$ cat src/rtl/res_bram_pkg.sv
// Shared types and defaults for the result-BRAM port arbiter.
// Latency: n/a (types and constants only).
// Backpressure: n/a.
package res_bram_pkg;

  localparam int RES_BRAM_DEPTH = 10;
  localparam int RES_DATA_WIDTH = 32;
  localparam int WR_RUN_W       = 4;

  typedef enum logic [1:0] {
    GNT_NONE,
    GNT_WR,
    GNT_RD
  } gnt_t;

endpackage

$ cat src/rtl/res_bram_rd_pipe.sv
// Read-return pipeline: turns a read grant into a valid pulse carrying BRAM data.
// Latency: 1 cycle from grant, or 2 with RES_BRAM_ARB_RD_REG_EN (data registered).
// Backpressure: none; one valid per granted read, in grant order.
module res_bram_rd_pipe
  import res_bram_pkg::*;
#(
  parameter int DATA_WIDTH = RES_DATA_WIDTH
) (
  input  logic                  i_clk,
  input  logic                  i_rst,
  input  logic                  i_rd_gnt,
  input  logic [DATA_WIDTH-1:0] i_bram_dout,
  output logic                  o_rd_valid,
  output logic [DATA_WIDTH-1:0] o_rd_data
);

`ifdef RES_BRAM_ARB_RD_REG_EN
  logic                  r_vld_s1;
  logic                  r_vld_s2;
  logic [DATA_WIDTH-1:0] r_dat;

  // Stage 1 marks BRAM output valid; stage 2 holds registered data with its valid.
  always_ff @(posedge i_clk or posedge i_rst) begin
    if (i_rst) begin
      r_vld_s1 <= 1'b0;
      r_vld_s2 <= 1'b0;
      r_dat    <= '0;
    end else begin
      r_vld_s1 <= i_rd_gnt;
      r_vld_s2 <= r_vld_s1;
      r_dat    <= r_vld_s1 ? i_bram_dout : '0;
    end
  end

  assign o_rd_valid = r_vld_s2;
  assign o_rd_data  = r_dat;
`else
  logic r_rd_pipe;

  // Track which cycle's BRAM output belongs to a granted read.
  always_ff @(posedge i_clk or posedge i_rst) begin
    if (i_rst) begin
      r_rd_pipe <= 1'b0;
    end else begin
      r_rd_pipe <= i_rd_gnt;
    end
  end

  // Data is forced to zero outside a valid cycle so stale BRAM output never leaks.
  assign o_rd_valid = r_rd_pipe;
  assign o_rd_data  = r_rd_pipe ? i_bram_dout : '0;
`endif

endmodule

$ cat src/rtl/res_bram_port_arbiter.sv
// Shares one single-port result BRAM between the PE writer and the fetch-unit reader.
// Latency: grants combinational; read data 1 cycle after grant (2 with RES_BRAM_ARB_RD_REG_EN).
// Backpressure: writes win, but after MAX_WR_RUN writes past a waiting read the read is granted.
module res_bram_port_arbiter
  import res_bram_pkg::*;
#(
  parameter int BRAM_DEPTH = RES_BRAM_DEPTH,
  parameter int DATA_WIDTH = RES_DATA_WIDTH,
  parameter int MAX_WR_RUN = 4
) (
  input  logic                  ACLK,
  input  logic                  ARESET,
  input  logic                  pe_wr_req,
  input  logic [BRAM_DEPTH-1:0] pe_wr_addr,
  input  logic [DATA_WIDTH-1:0] pe_wr_data,
  output logic                  pe_wr_gnt,
  input  logic                  fu_rd_req,
  input  logic [BRAM_DEPTH-1:0] fu_rd_addr,
  output logic                  fu_rd_gnt,
  output logic                  fu_rd_valid,
  output logic [DATA_WIDTH-1:0] fu_rd_data,
  output logic                  bram_en,
  output logic                  bram_we,
  output logic [BRAM_DEPTH-1:0] bram_addr,
  output logic [DATA_WIDTH-1:0] bram_din,
  input  logic [DATA_WIDTH-1:0] bram_dout
);

  localparam logic [WR_RUN_W-1:0] MAX_RUN = WR_RUN_W'(MAX_WR_RUN);

  logic [WR_RUN_W-1:0] r_wr_run;
  gnt_t                w_gnt;

  // Pick the winner: writes first unless a waiting read has already been passed MAX_RUN times.
  always_comb begin
    w_gnt = GNT_NONE;
    if (ARESET) begin
      w_gnt = GNT_NONE;
    end else if (pe_wr_req && (!fu_rd_req || (r_wr_run < MAX_RUN))) begin
      w_gnt = GNT_WR;
    end else if (fu_rd_req) begin
      w_gnt = GNT_RD;
    end
  end

  assign pe_wr_gnt = (w_gnt == GNT_WR);
  assign fu_rd_gnt = (w_gnt == GNT_RD);
  assign bram_en   = pe_wr_gnt | fu_rd_gnt;
  assign bram_we   = pe_wr_gnt;

  // Steer the granted requester onto the BRAM port; park address/data at zero when idle.
  always_comb begin
    bram_addr = '0;
    bram_din  = '0;
    if (pe_wr_gnt) begin
      bram_addr = pe_wr_addr;
      bram_din  = pe_wr_data;
    end else if (fu_rd_gnt) begin
      bram_addr = fu_rd_addr;
    end
  end

  // Count writes that overtook a waiting read; any read grant or idle reader restarts the count.
  always_ff @(posedge ACLK or posedge ARESET) begin
    if (ARESET) begin
      r_wr_run <= '0;
    end else if (!fu_rd_req || fu_rd_gnt) begin
      r_wr_run <= '0;
    end else if (pe_wr_gnt && (r_wr_run < MAX_RUN)) begin
      r_wr_run <= r_wr_run + WR_RUN_W'(1);
    end
  end

  res_bram_rd_pipe #(
    .DATA_WIDTH (DATA_WIDTH)
  ) u_rd_pipe (
    .i_clk       (ACLK),
    .i_rst       (ARESET),
    .i_rd_gnt    (fu_rd_gnt),
    .i_bram_dout (bram_dout),
    .o_rd_valid  (fu_rd_valid),
    .o_rd_data   (fu_rd_data)
  );

endmodule
$ cat config.mk
export PLATFORM = sky130hd
export DESIGN_NAME = res_bram_port_arbiter
export DESIGN_NICKNAME = d
export VERILOG_FILES = /design/src/rtl/res_bram_pkg.sv /design/src/rtl/res_bram_rd_pipe.sv /design/src/rtl/res_bram_port_arbiter.sv
export SDC_FILE = /design/constraint.sdc
export NUM_CORES = 1
export LEC_CHECK = 0
export BUFFER_PORTS_ARGS = -buffer_cell sky130_fd_sc_hd__buf_2
export CORE_MARGIN = 5
export CORE_UTILIZATION = 27
export CTS_CLUSTER_DIAMETER = 30
export DETAILED_ROUTE_END_ITERATION = 10
export PLACE_DENSITY_LB_ADDON = 0.2
export SYNTH_ARGS = -nofsm -noshare
export SYNTH_HDL_FRONTEND = slang
export SYNTH_SLANG_ARGS = --single-unit
$ cat constraint.sdc
create_clock -name ACLK -period 2.95 [get_ports ACLK]
set_input_delay 0 -clock ACLK [delete_from_list [all_inputs] [get_ports ACLK]]
set_output_delay 0 -clock ACLK [all_outputs]
set_load 0.01 [all_outputs]
# Word-level counts from Yosys, hierarchy flattened
# Index checks and enable logic that the tools add are counted.
# totals
latchBits	0
romBits	0
output_inout_bits	79
ramBits	0
memories	0
register_bits	5
elab_cells	22
in_bits	88
# op_classes
n_mux	9
shifts	0
n_lt_le_gt_ge	1
div_mod_pow	0
addsub	1
mul	0
eq_ne	2
bitwise	1
n_reduce_logical	6
# ops
op	n
$mux 32	2
$mux 10	2
$mux 4	2
$mux 2	3
$add 4x1->4 const B	1
$lt 4x3->1 const B	1
$eq 2x1->1 const B	1
$eq 2x2->1 const B	1
$logic_and 1x1->1	2
$logic_or 1x1->1	2
$reduce_bool 2->1	1
$logic_not 1->1	1
$or 1x1->1	1

# Longest topological paths before layout
# Gate-level depths: netlist of run 1.
# logic_depth
ltp_word	9
depth_mapped	7
mapped_depth_nobuf	5

# By module
# From an unflattened synthesis of run 1, not the netlist that was laid out.
# unflattened
hier_cells	118
hier_area_um2	895.9
# modules_own_cells
mod	seq_area_each_um2	cells_each	area_each_um2	instances
res_bram_port_arbiter	100.1	81	611.8	1
res_bram_rd_pipe	25.0	37	284.0	1

# Least setup slack after synthesis of run 1
# OpenSTA, ideal clock, no wires.
# synth_path
path_kind	flip-flop to flip-flop
start	register r_wr_run[2]
end	register r_wr_run[0]
path_stages_with_launch	7
synth_period_minus_slack_ns	1.673
setup_ns	0.079
required_ns	2.871
n_path_buf	1
t_arrival_ns	1.594
slack_ns	1.277
cell_sequence	dfrtp_1 > o21ai_0 > and3_1 > ha_1 > buf_2 > nor3b_2 > mux2i_1
# synth_between
elab_chain_cells	8
elab_cells_between_ends	11
cone_classes	1 x order compare; 2 x eq/ne; 3 x mux; 5 x reduce/logical
# synth_rtl
item	line_no	text
start, declared	res_bram_port_arbiter.sv:31	logic [WR_RUN_W-1:0] r_wr_run;
start signal, assigned	res_bram_port_arbiter.sv:70	r_wr_run <= r_wr_run + WR_RUN_W'(1);
$lt 4x3->1	res_bram_port_arbiter.sv:39	end else if (pe_wr_req && (!fu_rd_req || (r_wr_run < MAX_RUN))) begin
$logic_or 1x1->1	res_bram_port_arbiter.sv:39	
$logic_and 1x1->1	res_bram_port_arbiter.sv:39	
$mux 2	res_bram_port_arbiter.sv:39	
$mux 2	res_bram_port_arbiter.sv:37	if (ARESET) begin
$eq 2x1->1	res_bram_port_arbiter.sv:46	assign pe_wr_gnt = (w_gnt == GNT_WR);
named net bram_we	res_bram_port_arbiter.sv:23	output logic bram_we,
$logic_and 1x1->1	res_bram_port_arbiter.sv:69	end else if (pe_wr_gnt && (r_wr_run < MAX_RUN)) begin
$reduce_bool 2->1 (no source line)	-	
# The timed path passes the listed nets, and every way through them passes these cells.
# A chain may end at the register's enable or synchronous reset.

# Final worst setup path of run 1
# layout_path
start	register r_wr_run[2]
end	output bram_addr[1]
# layout_between
elab_chain_cells	8
elab_cells_between_ends	9
cone_classes	1 x order compare; 2 x eq/ne; 4 x mux; 2 x reduce/logical
# layout_rtl
item	line_no	text
$lt 4x3->1 (*)	res_bram_port_arbiter.sv:39	
$logic_or 1x1->1 (*)	res_bram_port_arbiter.sv:39	
$logic_and 1x1->1 (*)	res_bram_port_arbiter.sv:39	
$mux 2 (*)	res_bram_port_arbiter.sv:39	
$mux 2 (*)	res_bram_port_arbiter.sv:37	
$eq 2x2->1	res_bram_port_arbiter.sv:47	assign fu_rd_gnt = (w_gnt == GNT_RD);
$mux 10	res_bram_port_arbiter.sv:58	end else if (fu_rd_gnt) begin
$mux 10 (*)	res_bram_port_arbiter.sv:55	if (pe_wr_gnt) begin
end, declared	res_bram_port_arbiter.sv:24	output logic [BRAM_DEPTH-1:0] bram_addr,
# Every way passes the cells marked *; elsewhere a longest branch is shown, timed or not.

==> results.toml, run 1 <==
[synthesis]
yosysTopAreaCell = "and2_1"
ys_types = 22
syn-num-nets = 208
ys_ff_latch = 5
yosys-top-cells-area = "and2_1 (47%), dfrtp_1 (15%), a22o_1 (9.3%)"
synth_top_cell_area_share_pct = 47.20
synth-warning-count = 0
avgSynthCellArea_um2 = 7.251
syn-instance-count = 117
async_reset_ff_share_pct = 100.0
synthFlopType = "dfrtp_1"
synth_edf_count = 0
ys_seq_area_share_pct = 14.75
synth_area_um2 = 848.3

[finish]
n_fill_cell = 297
drive_gt1_share_pct = 61.29
diodes = 0
post-route-util_pct = 57.23
layout.nets = 371
multiInputGateArea_um2 = 659.4
area.sequential_um2 = 125.1
syn_to_final_growth_pct = 104.3
layoutNonFillerInstCount = 323

[power]
leakagePower_uw = 0.001161
finalPower_uw = 320.8
pwr_density_cell_nw_per_um2 = 185.1
vdd_drop_max_mv = 0.1531

[cts]
ctsRootBufferMaster = "clkbuf_4"
cts_max_level = 1
cts_sinks = 5
numCtsBuffers = 3
clk_latency_ns = 0.24
clk_pin_slew_ns = 0.05
cts_resized = 0
cts_tree = "built"
cts_buffer_depth = 2

[floorplanning]
core_area_um2 = 3028
die_h_um = 66.05
start_util_pct = 28.02
dieArea_um2 = 4363
io-pin-count = 167
num_rows = 20
die_x_um = 66.05

[global_route]
grt_max_degree = 48
grt_util_all_layers_pct = 18.00
grt_pass1_vias = 1293
antenna_found_initial = 0
grt_overflow_total = 0
grt_pass1_wl_um = 6182

[sta]
slew_headroom_pct = 56.54
fin_worst_skew_ns = 0.006038
max_freq_ghz = 0.4395
hold_ws_ns = 0.08144
fin_crit_sh_pct = 77.12
fin_setup_tns_ns = 0
hold_viol_final = 0
finalCriticalPeriod_ns = 2.275
setup_viol = 0
rsz0062_at_grt = "no"
slew_violations = 0
tightestPinTransition_ns = 0.6506

[detailed_routing]
drt-pass1-iter-count = 2
antenna_left = 0
routedWlPerCell_um = 13.41
drc_errors = 0
num_vias = 1307
vias_per_cell = 4.046
drtIter0Drc = 54
wl_um = 4333

[flow_run]
cap_violations = 0

[critical_path]
critPathMaxFanout = 9
crit_required_ns = 2.95
end_kind = "output pin"
critPathArrivalTime_ns = 2.28
path_class = "flip-flop to output pin"
start_kind = "flip-flop"

[placement]
gp_congestion = 0.7814
portBuffers = 166
dp.cells = 318
dp_hpwl_um = 3820

[run_status]
status = "complete, no violations"

[worst_hold_path]
min_path_type = "input port to flip-flop"
## layout by cell type (no fill, tap or decap)
| cell type | Yosys | layout |
|---|---|---|
| inv_1 | 5 | 5 |
| dfrtp_1 | 5 | 5 |
| nor2_1 | 2 | 2 |
| buf_4 | 1 | 1 |
| dlygate4sd3_1 | 0 | 1 |
| a211oi_1 | 1 | 1 |
| mux2i_1 | 2 | 2 |
| ha_1 | 3 | 3 |
| a211o_1 | 1 | 1 |
| a21oi_1 | 1 | 1 |
| clkbuf_4 | 0 | 3 |
| and2_1 | 64 | 64 |
| and3_1 | 1 | 1 |
| clkbuf_1 | 6 | 1 |
| a22o_1 | 9 | 9 |
| nor2b_1 | 1 | 1 |
| buf_2 | 3 | 166 |
| nor3b_2 | 1 | 1 |
| nand3_1 | 1 | 1 |
| nand3b_1 | 4 | 4 |
| or2b_1 | 1 | 1 |
| o21ai_0 | 2 | 2 |
| or3b_1 | 1 | 1 |
| nand2_1 | 2 | 2 |
## per-stage QoR
step           worst slack, ns  instance area, um2
2_1_floorplan            1.277               848.3
3_3_place_gp             1.008                1697
3_5_place_dp            0.9011                1697
4_1_cts                 0.6425                1733
5_1_grt                 0.4399                1733
6_report                0.6749                1733
## cells by family after synthesis
family	Yosys count	share of synthesized area [%]
flip-flops	5	14.75
AND/OR/NAND/NOR	78	57.97
multiplexers	2	2.360
buffers and inverters	15	7.522
AO/OA/AOI/OAI	14	12.98
adder cells (fa/ha/maj)	3	4.425
## registers in the layout (all words and copies together), names as in the netlist
| name | cells |
|---|---|
| r_wr_run | 4 |
| u_rd_pipe.o_rd_valid | 1 |
## power breakdown
part	internal, uW	switching, uW
Combinational	92.2	74.0
Sequential	70.7	4.03
Clock	51.2	28.7
Total	214	107
## synth_stat cells (all sizes together) (2+ instances only)
cell type,instances
and2,64
a22o,9
clkbuf,6
dfrtp,5
inv,5
buf,4
nand3b,4
ha,3
mux2i,2
nand2,2
nor2,2
o21ai,2
## path summary, 6_finish.rpt
check | from | end | slack (ns) | cells past startpoint
max | r_wr_run[2]$_DFFE_PP0P_ | bram_addr[1] | 0.67 | 6
min | fu_rd_req | r_wr_run[0]$_DFFE_PP0P_ | 0.08 | 3
max reg2reg | r_wr_run[2]$_DFFE_PP0P_ | r_wr_run[0]$_DFFE_PP0P_ | 1.03 | 6
min reg2reg | r_wr_run[3]$_DFFE_PP0P_ | r_wr_run[3]$_DFFE_PP0P_ | 0.55 | 2
max in group asynchronous | ARESET | r_wr_run[3]$_DFFE_PP0P_ | 2.50 | 3
min in group asynchronous | ARESET | r_wr_run[0]$_DFFE_PP0P_ | 0.25 | 3
## what timing repair did
action,in CTS,in global routing
hold endpoints to repair,5,0
hold buffers,1,0
buffers inserted,0,0
## layer usage
layer,global-route usage [%],wire (um)
met1,19.57,1538
met2,32.42,2232
met3,6.293,529
met4,5.584,33
met5,0,0
## critical path, cell delays in order (launching register included)
cell      delay (ns)
dfrtp_1         0.39
nor2_1          0.08
a211oi_1        0.25
ha_1            0.34
nor2b_1         0.58
a22o_1          0.25
buf_2           0.14
## layout make-up
cell class,count,share of cell area [%]
repair buffers,168,48.95
multi-input cells,97,38.05
flip-flops and latches,5,7.220
well taps,44,3.177
clock buffers,4,1.516
inverters,5,1.083
(Power assumes the default switching activity.)
==> run 2: changes to the inputs <==
--- a/config.mk
+++ b/config.mk
@@ -7,7 +7,7 @@
 export LEC_CHECK = 0
 export BUFFER_PORTS_ARGS = -buffer_cell sky130_fd_sc_hd__buf_2
 export CORE_MARGIN = 5
-export CORE_UTILIZATION = 27
+export CORE_UTILIZATION = 25
 export CTS_CLUSTER_DIAMETER = 30
 export DETAILED_ROUTE_END_ITERATION = 10
 export PLACE_DENSITY_LB_ADDON = 0.2
==> constraint.sdc (replaced) <==
create_clock -name ACLK -period 2.2 [get_ports ACLK]
set_input_delay 0 -clock ACLK [delete_from_list [all_inputs] [get_ports ACLK]]
set_output_delay 0 -clock ACLK [all_outputs]
set_load 0.01 [all_outputs]
==> results.toml, run 2 (synthesis gave the netlist of run 1 again) <==
[finish]
final_cell_mix = "buf_2 (166), and2_1 (64), a22o_1 (9), inv_1 (5), dfrtp_1 (5)"
syn_to_final_growth_pct = 105.8
post-route-util_pct = 52.72
layout.nets = 372
largest_reg_flops = 4
final_common_cell = "buf_2"
drive_gt1_share_pct = 61.79
diodes = 0
largest_register = "r_wr_run"
n_fill_cell = 333

[floorplanning]
die_h_um = 68.25
io-pin-count = 167
core_area_um2 = 3311
dieArea_um2 = 4658
start_util_pct = 25.62
num_rows = 21
die_x_um = 68.25

[detailed_routing]
vias_per_cell = 4.043
wl_um = 4137
num_vias = 1318
drtIter0Drc = 21
drt-pass1-iter-count = 2
routedWlPerCell_um = 12.69
antenna_left = 0
drc_errors = 0

[cts]
ctsRootBufferMaster = "clkbuf_4"
numCtsBuffers = 3
cts_sinks = 5
clk_pin_slew_ns = 0.05
clk_latency_ns = 0.25
post-cts-setup-buffers = 0
cts_tree = "built"
cts_max_level = 1
cts_buffer_depth = 2

[critical_path]
crit_path_top_delay_cell = "dlygate4sd3_1"
path_class = "input port to output pin"
ff2ff_path_depth = 6
r2r-start = "r_wr_run[2]$_DFFE_PP0P_"
r2r-end = "r_wr_run[0]$_DFFE_PP0P_"
start_kind = "input port"
critPathArrivalTime_ns = 1.96
crit_path_frequent_cell = "buf_2"
worstPathCellList = "dlygate4sd3_1 -> buf_2 -> inv_1 -> and3_1 -> ha_1 -> buf_4 -> a22o_1 -> buf_2"
slowest_delay_ns = 0.54
end_kind = "output pin"
r2r_slack_ns = 0.56
crit_required_ns = 2.20
critPathMaxFanout = 45

[sta]
fin_setup_tns_ns = 0
finalCriticalPeriod_ns = 1.957
setup_viol = 0
fin_worst_skew_ns = 0.004649
max_freq_ghz = 0.5110
tightestPinTransition_ns = 0.6361
slew_violations = 0
hold_viol_final = 0
hold_ws_ns = 0.06729
rsz0062_at_grt = "no"
slew_headroom_pct = 57.60
fin_crit_sh_pct = 88.95

[global_route]
grt_max_degree = 46
grt_overflow_total = 0
grt_pass1_vias = 1129
antenna_found_initial = 0
grt_pass1_wl_um = 5340
grt_util_all_layers_pct = 14.78

[power]
pwr_density_cell_nw_per_um2 = 247.1
leakagePower_uw = 0.001167
pwr-share-comb_pct = 51.5
p_clk_share_pct = 25.3
p_sw_share_pct = 33.19
power.internal_uw = 288.1
p_switching_uw = 143.2
vdd_drop_max_mv = 0.2292
pwr-share-seq_pct = 23.2

[worst_hold_path]
min_to = "r_wr_run[0]$_DFFE_PP0P_"
min_from = "fu_rd_req"
hold_path_depth = 3
min_path_type = "input port to flip-flop"

[placement]
dp_hpwl_um = 3590
portBuffers = 166
gp_congestion = 0.7182

[flow_run]
cap_violations = 0

[run_status]
status = "complete, no violations"
run 2: cell types whose count changed in the layout (fill, tap and decap cells not counted):
cell     previous run  this run
buf_4               1         2
nor2b_1             1         0
nor2b_2             0         1
run 2: worst max path at each step:
stage / slack [ns] / from / to / depth (start not counted)
4_1_cts: 0.09 / r_wr_run[3]$_DFFE_PP0P_ / bram_addr[7] / 6
3_5_place_dp: 0.36 / r_wr_run[3]$_DFFE_PP0P_ / bram_addr[7] / 6
3_3_place_gp: 0.42 / r_wr_run[2]$_DFFE_PP0P_ / bram_addr[0] / 6
2_1_floorplan: 0.53 / r_wr_run[2]$_DFFE_PP0P_ / r_wr_run[0]$_DFFE_PP0P_ / 6
6_report: 0.24 / ARESET / bram_addr[0] / 8
5_1_grt: 0.07 / ARESET / bram_addr[3] / 8
run 2: power by group through the flow:
stage | Clock, uW | Combinational, uW | Sequential [uW]
6_report | 109 | 222 | 100
5_1_grt | 121 | 246 | 101
4_1_cts | 116 | 224 | 100
3_5_place_dp | 0 | 222 | 102
3_3_place_gp | 0 | 221 | 102
2_1_floorplan | 0 | 97.7 | 98.3
run 2: area by class of cell:
| cell class | instances | area (um2) | share of cell area (%) |
|---|---|---|---|
| multi-input cells | 97 | 661.9 | 37.92 |
| well taps | 46 | 57.56 | 3.297 |
| clock buffers | 4 | 26.28 | 1.505 |
| repair buffers | 169 | 855.8 | 49.03 |
| inverters | 5 | 18.77 | 1.075 |
| flip-flops and latches | 5 | 125.1 | 7.168 |
run 2: repair_timing:
item | CTS | global route
hold endpoints to repair | 5 | 0
endpoints found under the setup margin | 0 | 9
hold buffers | 1 | 0
resized for setup | 0 | 1
run 2: worst max-delay path: cells and delay by family:
kind,cells,cell delay (ns)
buffers and inverters,5,1.34
adder cells (fa/ha/maj),1,0.22
AO/OA/AOI/OAI,1,0.20
AND/OR/NAND/NOR,1,0.19
run 2: through the flow:
stage | cells | setup slack [ns] | total power, uW | instance area [um2]
finish | 326 | 0.2432 | 431.3 | 1745
floorplan | 117 | 0.5270 | 196.0 | 848.3
detailed placement | 321 | 0.3557 | 323.9 | 1707
global route | 326 | 0.06954 | 467.6 | 1745
CTS | 326 | 0.09138 | 440.4 | 1743
global placement | 321 | 0.4221 | 322.5 | 1707
run 2: metal layers:
metal	vias up	routed length [um]	GRT usage, %
met1	536	1600	17.92
met2	78	2055	25.99
met4	0	48	4.963
li1	699	-	-
met3	5	433	2.627
met5	-	0	0
